===== src/rtl/sync_fifo_wm.sv =====
// Single-clock valid/ready FIFO with fill level, watermark flags, synchronous
// flush and a sticky overflow-attempt flag.
//
// Ports:
//   clk            - clock, rising edge
//   reset          - asynchronous active-low reset
//   flush_i        - synchronous flush, discards all contents
//   src_data_i     - write payload
//   src_valid_i    - write request
//   src_ready_o    - FIFO can accept a write (registered state and flush_i only)
//   dst_data_o     - read payload (don't-care while dst_valid_o is low)
//   dst_valid_o    - read data available
//   dst_ready_i    - consumer accepts
//   fill_o         - entries held in the storage array (output register excluded)
//   almost_full_o  - fill_o >= AlmostFullTh
//   almost_empty_o - fill_o <= AlmostEmptyTh
//   ovf_o          - sticky: a write was attempted while full
//
// FallThrough=1 drives dst_data_o straight from storage. FallThrough=0 adds an
// output register stage, so total capacity becomes Depth+1.
module sync_fifo_wm #(
  parameter int unsigned DataWidth     = 32,
  parameter int unsigned AddrDepth     = 3,
  parameter bit          FallThrough   = 1'b1,
  parameter int unsigned AlmostFullTh  = 6,
  parameter int unsigned AlmostEmptyTh = 1
) (
  input  logic                 clk,
  input  logic                 reset,
  input  logic                 flush_i,
  input  logic [DataWidth-1:0] src_data_i,
  input  logic                 src_valid_i,
  output logic                 src_ready_o,
  output logic [DataWidth-1:0] dst_data_o,
  output logic                 dst_valid_o,
  input  logic                 dst_ready_i,
  output logic [AddrDepth:0]   fill_o,
  output logic                 almost_full_o,
  output logic                 almost_empty_o,
  output logic                 ovf_o
);

  localparam int unsigned Depth = 2 ** AddrDepth;
  localparam int unsigned PtrW  = AddrDepth + 1;

  localparam logic [AddrDepth:0] PtrOne = {{AddrDepth{1'b0}}, 1'b1};
  localparam logic [AddrDepth:0] AfTh   = PtrW'(AlmostFullTh);
  localparam logic [AddrDepth:0] AeTh   = PtrW'(AlmostEmptyTh);

  logic [AddrDepth:0]   wr_ptr_q, wr_ptr_d;
  logic [AddrDepth:0]   rd_ptr_q, rd_ptr_d;
  logic                 ovf_q, ovf_d;
  logic [DataWidth-1:0] mem_q [Depth];

  logic full, empty, push, rd_en;

  assign empty = (wr_ptr_q == rd_ptr_q);
  assign full  = (wr_ptr_q[AddrDepth] != rd_ptr_q[AddrDepth]) &&
                 (wr_ptr_q[AddrDepth-1:0] == rd_ptr_q[AddrDepth-1:0]);

  assign src_ready_o = ~full & ~flush_i;
  assign push        = src_valid_i & src_ready_o;

  assign fill_o         = wr_ptr_q - rd_ptr_q;
  assign almost_full_o  = (fill_o >= AfTh);
  assign almost_empty_o = (fill_o <= AeTh);
  assign ovf_o          = ovf_q;

  if (FallThrough) begin : g_fall_through
    assign dst_valid_o = ~empty;
    assign dst_data_o  = mem_q[rd_ptr_q[AddrDepth-1:0]];
    assign rd_en       = ~empty & dst_ready_i;
  end else begin : g_out_reg
    logic                 valid_q, valid_d;
    logic [DataWidth-1:0] data_q, data_d;

    // Refill the output register whenever it is free or being drained this cycle.
    assign rd_en = ~empty & (~valid_q | dst_ready_i);

    always_comb begin
      valid_d = valid_q;
      data_d  = data_q;
      if (flush_i) begin
        valid_d = 1'b0;
      end else if (rd_en) begin
        valid_d = 1'b1;
        data_d  = mem_q[rd_ptr_q[AddrDepth-1:0]];
      end else if (valid_q && dst_ready_i) begin
        valid_d = 1'b0;
      end
    end

    always_ff @(posedge clk or negedge reset) begin
      if (!reset) begin
        valid_q <= 1'b0;
        data_q  <= '0;
      end else begin
        valid_q <= valid_d;
        data_q  <= data_d;
      end
    end

    assign dst_valid_o = valid_q;
    assign dst_data_o  = data_q;
  end

  always_comb begin
    wr_ptr_d = wr_ptr_q;
    rd_ptr_d = rd_ptr_q;
    ovf_d    = ovf_q;
    if (flush_i) begin
      wr_ptr_d = '0;
      rd_ptr_d = '0;
      ovf_d    = 1'b0;
    end else begin
      if (push) wr_ptr_d = wr_ptr_q + PtrOne;
      if (rd_en) rd_ptr_d = rd_ptr_q + PtrOne;
      if (src_valid_i && full) ovf_d = 1'b1;
    end
  end

  always_ff @(posedge clk or negedge reset) begin
    if (!reset) begin
      wr_ptr_q <= '0;
      rd_ptr_q <= '0;
      ovf_q    <= 1'b0;
    end else begin
      wr_ptr_q <= wr_ptr_d;
      rd_ptr_q <= rd_ptr_d;
      ovf_q    <= ovf_d;
    end
  end

  // Storage is intentionally not reset; push is already masked by flush_i.
  always_ff @(posedge clk) begin
    if (push) mem_q[wr_ptr_q[AddrDepth-1:0]] <= src_data_i;
  end

endmodule


===== config.mk =====
export PLATFORM = sky130hd
export DESIGN_NAME = sync_fifo_wm
export DESIGN_NICKNAME = d
export VERILOG_FILES = /design/src/rtl/sync_fifo_wm.sv
export SDC_FILE = /design/constraint.sdc
export NUM_CORES = 1
export LEC_CHECK = 0
export CORE_MARGIN = 8
export CORE_UTILIZATION = 45
export DETAILED_ROUTE_END_ITERATION = 8
export GPL_TIMING_DRIVEN = 0
export PLACE_DENSITY = 0.76
export SETUP_SLACK_MARGIN = 0.02
export SYNTH_ARGS = -nofsm -noshare
export SYNTH_HDL_FRONTEND = slang
export SYNTH_SLANG_ARGS = --single-unit

===== constraint.sdc =====
create_clock -name clk -period 5.4 [get_ports clk]
set_clock_uncertainty 0.2 [all_clocks]
set_input_delay 1.08 -clock clk [delete_from_list [all_inputs] [get_ports clk]]
set_output_delay 1.08 -clock clk [all_outputs]
set_load 0.02 [all_outputs]

==> results.py <==
metrics = {
    "status": {
        "run_status": "finished clean",
    },
    "sta": {
        "hold_violations": 0,
        "finalSetupViolCount": 0,
        "slew_viol_final": 0,
        "fin_ws_ns": 0.280,
        "rsz0062_at_grt": "no",
        "slew_headroom_pct": 32.3,
        "fmax_mhz": 195,
        "timing.setup.tns_ns": 0,
        "fin_crit_sh_pct": 94.8,
        "worstMarginPinSlew_ns": 1.01,
        "finalCriticalPeriod_ns": 5.12,
    },
    "worst_setup_path": {
        "r2r_start": "rd_ptr_q[2]",
        "crit_fanout": 10,
        "required_ns": 4.12,
        "critPathLaunch": "rd_ptr_q[2]",
        "critPathSlowestCell": "clkdlybuf4s50_1",
        "crit_arrival_ns": 3.84,
        "path_cells": "clkbuf_1, clkinv_1, clkbuf_1, ha_1, nand3_1, o21ai_2, inv_1, clkdlybuf4s50_1",
        "cp-end-kind": "primary output",
        "crit_type": "reg2out",
        "max_stage_delay_ns": 0.55,
        "cp-start-kind": "flip-flop",
        "worst_path_most_repeated_cell": "clkbuf_1",
    },
    "clock_tree": {
        "cts_sinks": 265,
        "cts_setup_buffers": 0,
        "clock_latency_ns": 0.53,
        "root_buffer": "clkbuf_16",
        "numCtsBuffers": 26,
        "path_clk_slew_ns": 0.06,
        "cts_max_level": 1,
        "clockBufferDepth": 3,
        "cts_tree": "built",
    },
    "logic_synthesis": {
        "yosysWarnings": 0,
        "synth.top_cell.area_share_pct": 74.0,
        "synth_cells": 527,
        "syn_area_sq_um": 10400,
        "ys_types": 36,
        "synth_area_per_cell_sq_um": 19.7,
        "syn_nets": 570,
        "yosys.area.top_type": "edfxtp_1",
        "yosysSeqAreaShare_pct": 76.2,
        "synth_seq_cells": 265,
        "ys_top_cells_by_area": "edfxtp_1, mux4_2, nand2_1",
    },
    "finish": {
        "diodes": 0,
        "layout.nets": 694,
        "layout_common_cells": "edfxtp_1, nand2_1, clkdlybuf4s50_1",
        "layout_commonest_cell": "edfxtp_1",
        "fillers": 1672,
        "drive_above_1_share_pct": 22.0,
        "syn_to_final_growth_pct": 21.9,
    },
    "grt": {
        "grt_first_pass_wirelength_mm": 32.8,
        "antenna_found_initial": 0,
        "grt_use_total_pct": 15.3,
        "grt_pass1_vias": 5547,
        "overflow": 0,
        "grt_start_max_net_pins": 23,
    },
    "placed_design": {
        "gp_congestion": 0.881,
        "dpl.hpwl_mm": 14.3,
        "pre_cts_slack_ns": 0.699,
        "port_buffers": 76,
    },
    "hold_path": {
        "min_path_type": "reg2reg",
        "hold_start": "ovf_o",
    },
    "die": {
        "initial_utilization_pct": 45.9,
        "pin_count": 78,
        "rows": 55,
        "core_area_sq_um": 22600,
        "die_y_um": 168,
        "dieArea_sq_um": 28200,
        "die_width_um": 168,
    },
    "detailed_routing": {
        "antenna_left": 0,
        "firstDrtPassIters": 5,
        "initialDrtViolationCount": 451,
        "via_per_inst": 5.60,
        "wl_per_cell_um": 22.5,
        "vias": 5341,
        "routed_wl_mm": 21.5,
        "post-route-drc-count": 0,
    },
    "pwr": {
        "powerDensity_nw_per_um2": 377,
        "vdd_drop_max_uv": 198,
        "leakage_nw": 4.20,
    },
    "run": {
        "max_cap_violations": 0,
    },
}
-- power breakdown --
part,internal (W),leakage (nW),switching (W)
Sequential,0.00229,2.44,0.0000137
Clock,0.00101,0.392,0.000709
Combinational,0.000380,1.37,0.000377
Total,0.00367,4.20,0.00110
-- flip-flops by register name (all words and copies together), names as in the netlist --
signal,cells
mem_q,256
rd_ptr_q,4
ovf_o,1
wr_ptr_q,4
-- synthesized netlist by cell type (all sizes together) --
master and number:
edfxtp 256, nand2 101, mux4 64, buf 18
nor2 15, dfrtp 9, inv 8, clkbuf 7
mux2 6, a21oi 5, ha 5, nand3 4
nor3 4, nor2b 3, a21boi 2, and3 2
o2111ai 2, o21ai 2, o31ai 2, xnor2 2
a211oi 1, a31oi 1, clkinv 1, fa 1
nand3b 1, nand4 1, nor4 1, o211ai 1
o21a 1, xor2 1
-- metal layers --
metal	track usage, %	up-vias	share of wire, %
met5	0	-	0
met4	5.20	0	2.6
met3	3.23	53	6.9
met2	26.6	188	51
met1	18.9	2764	39
li1	-	2336	-
-- path summary, 6_finish.rpt --
kind | end | slack [ns] | cells past startpoint
max | src_ready_o | 0.28 | 8
min | ovf_o | 0.33 | 2
max reg2reg | mem_q[4][19] | 1.37 | 10
min reg2reg | ovf_o | 0.33 | 2
max in group asynchronous | ovf_o | 4.02 | 1
min in group asynchronous | wr_ptr_q[3] | 0.67 | 1
-- per-stage QoR --
step           instance area (sq um)  instances  power (W)  utilization [%]  hold WS (ns)
6_report                       12700        954    0.00477             55.9         0.328
5_1_grt                        12700        954    0.00495             55.9         0.357
4_1_cts                        12700        954    0.00482             55.9         0.328
3_5_place_dp                   11800        908    0.00311             52.3         0.317
3_3_place_gp                   11500        888    0.00309             50.8         0.285
2_1_floorplan                  10400        527    0.00281                -         0.402
-- worst max-delay path, delay by kind of cell (launching register included) --
kind                       cells  cell delay (ns)
DFF                            1             0.33
AOI/OAI and AO/OA              1             0.40
adders and majority gates      1             0.49
and+or+nand+nor                1             0.22
buffers and inverters          5             1.87
-- what timing repair did --
item	CTS	global route
resized for setup	0	1
hold buffers	0	0
setup endpoints to repair	0	1
-- kinds of logic (layout without fill, tap and decap cells) --
| group | Yosys count | in the layout | synth area share [%] |
|---|---|---|---|
| buffers and inverters | 34 | 176 | 2.08 |
| AOI/OAI and AO/OA | 17 | 17 | 1.07 |
| adders and majority gates | 6 | 6 | 0.795 |
| and+or+nand+nor | 132 | 132 | 5.07 |
| muxes | 70 | 70 | 14.5 |
| DFF | 265 | 265 | 76.2 |
| xor gates and xnor gates | 3 | 3 | 0.253 |
-- area by class of cell --
class / count / area, sq um / area share, %
Multi-Input combinational cell: 228 / 2320 / 18.3
Tap cell: 285 / 357 / 2.82
Sequential cell: 265 / 7910 / 62.5
Buffer: 25 / 183 / 1.44
Clock inverter: 9 / 100 / 0.791
Clock buffer: 37 / 712 / 5.62
Timing Repair Buffer: 96 / 1050 / 8.26
Inverter: 9 / 33.8 / 0.267
(Power assumes the default switching activity.)
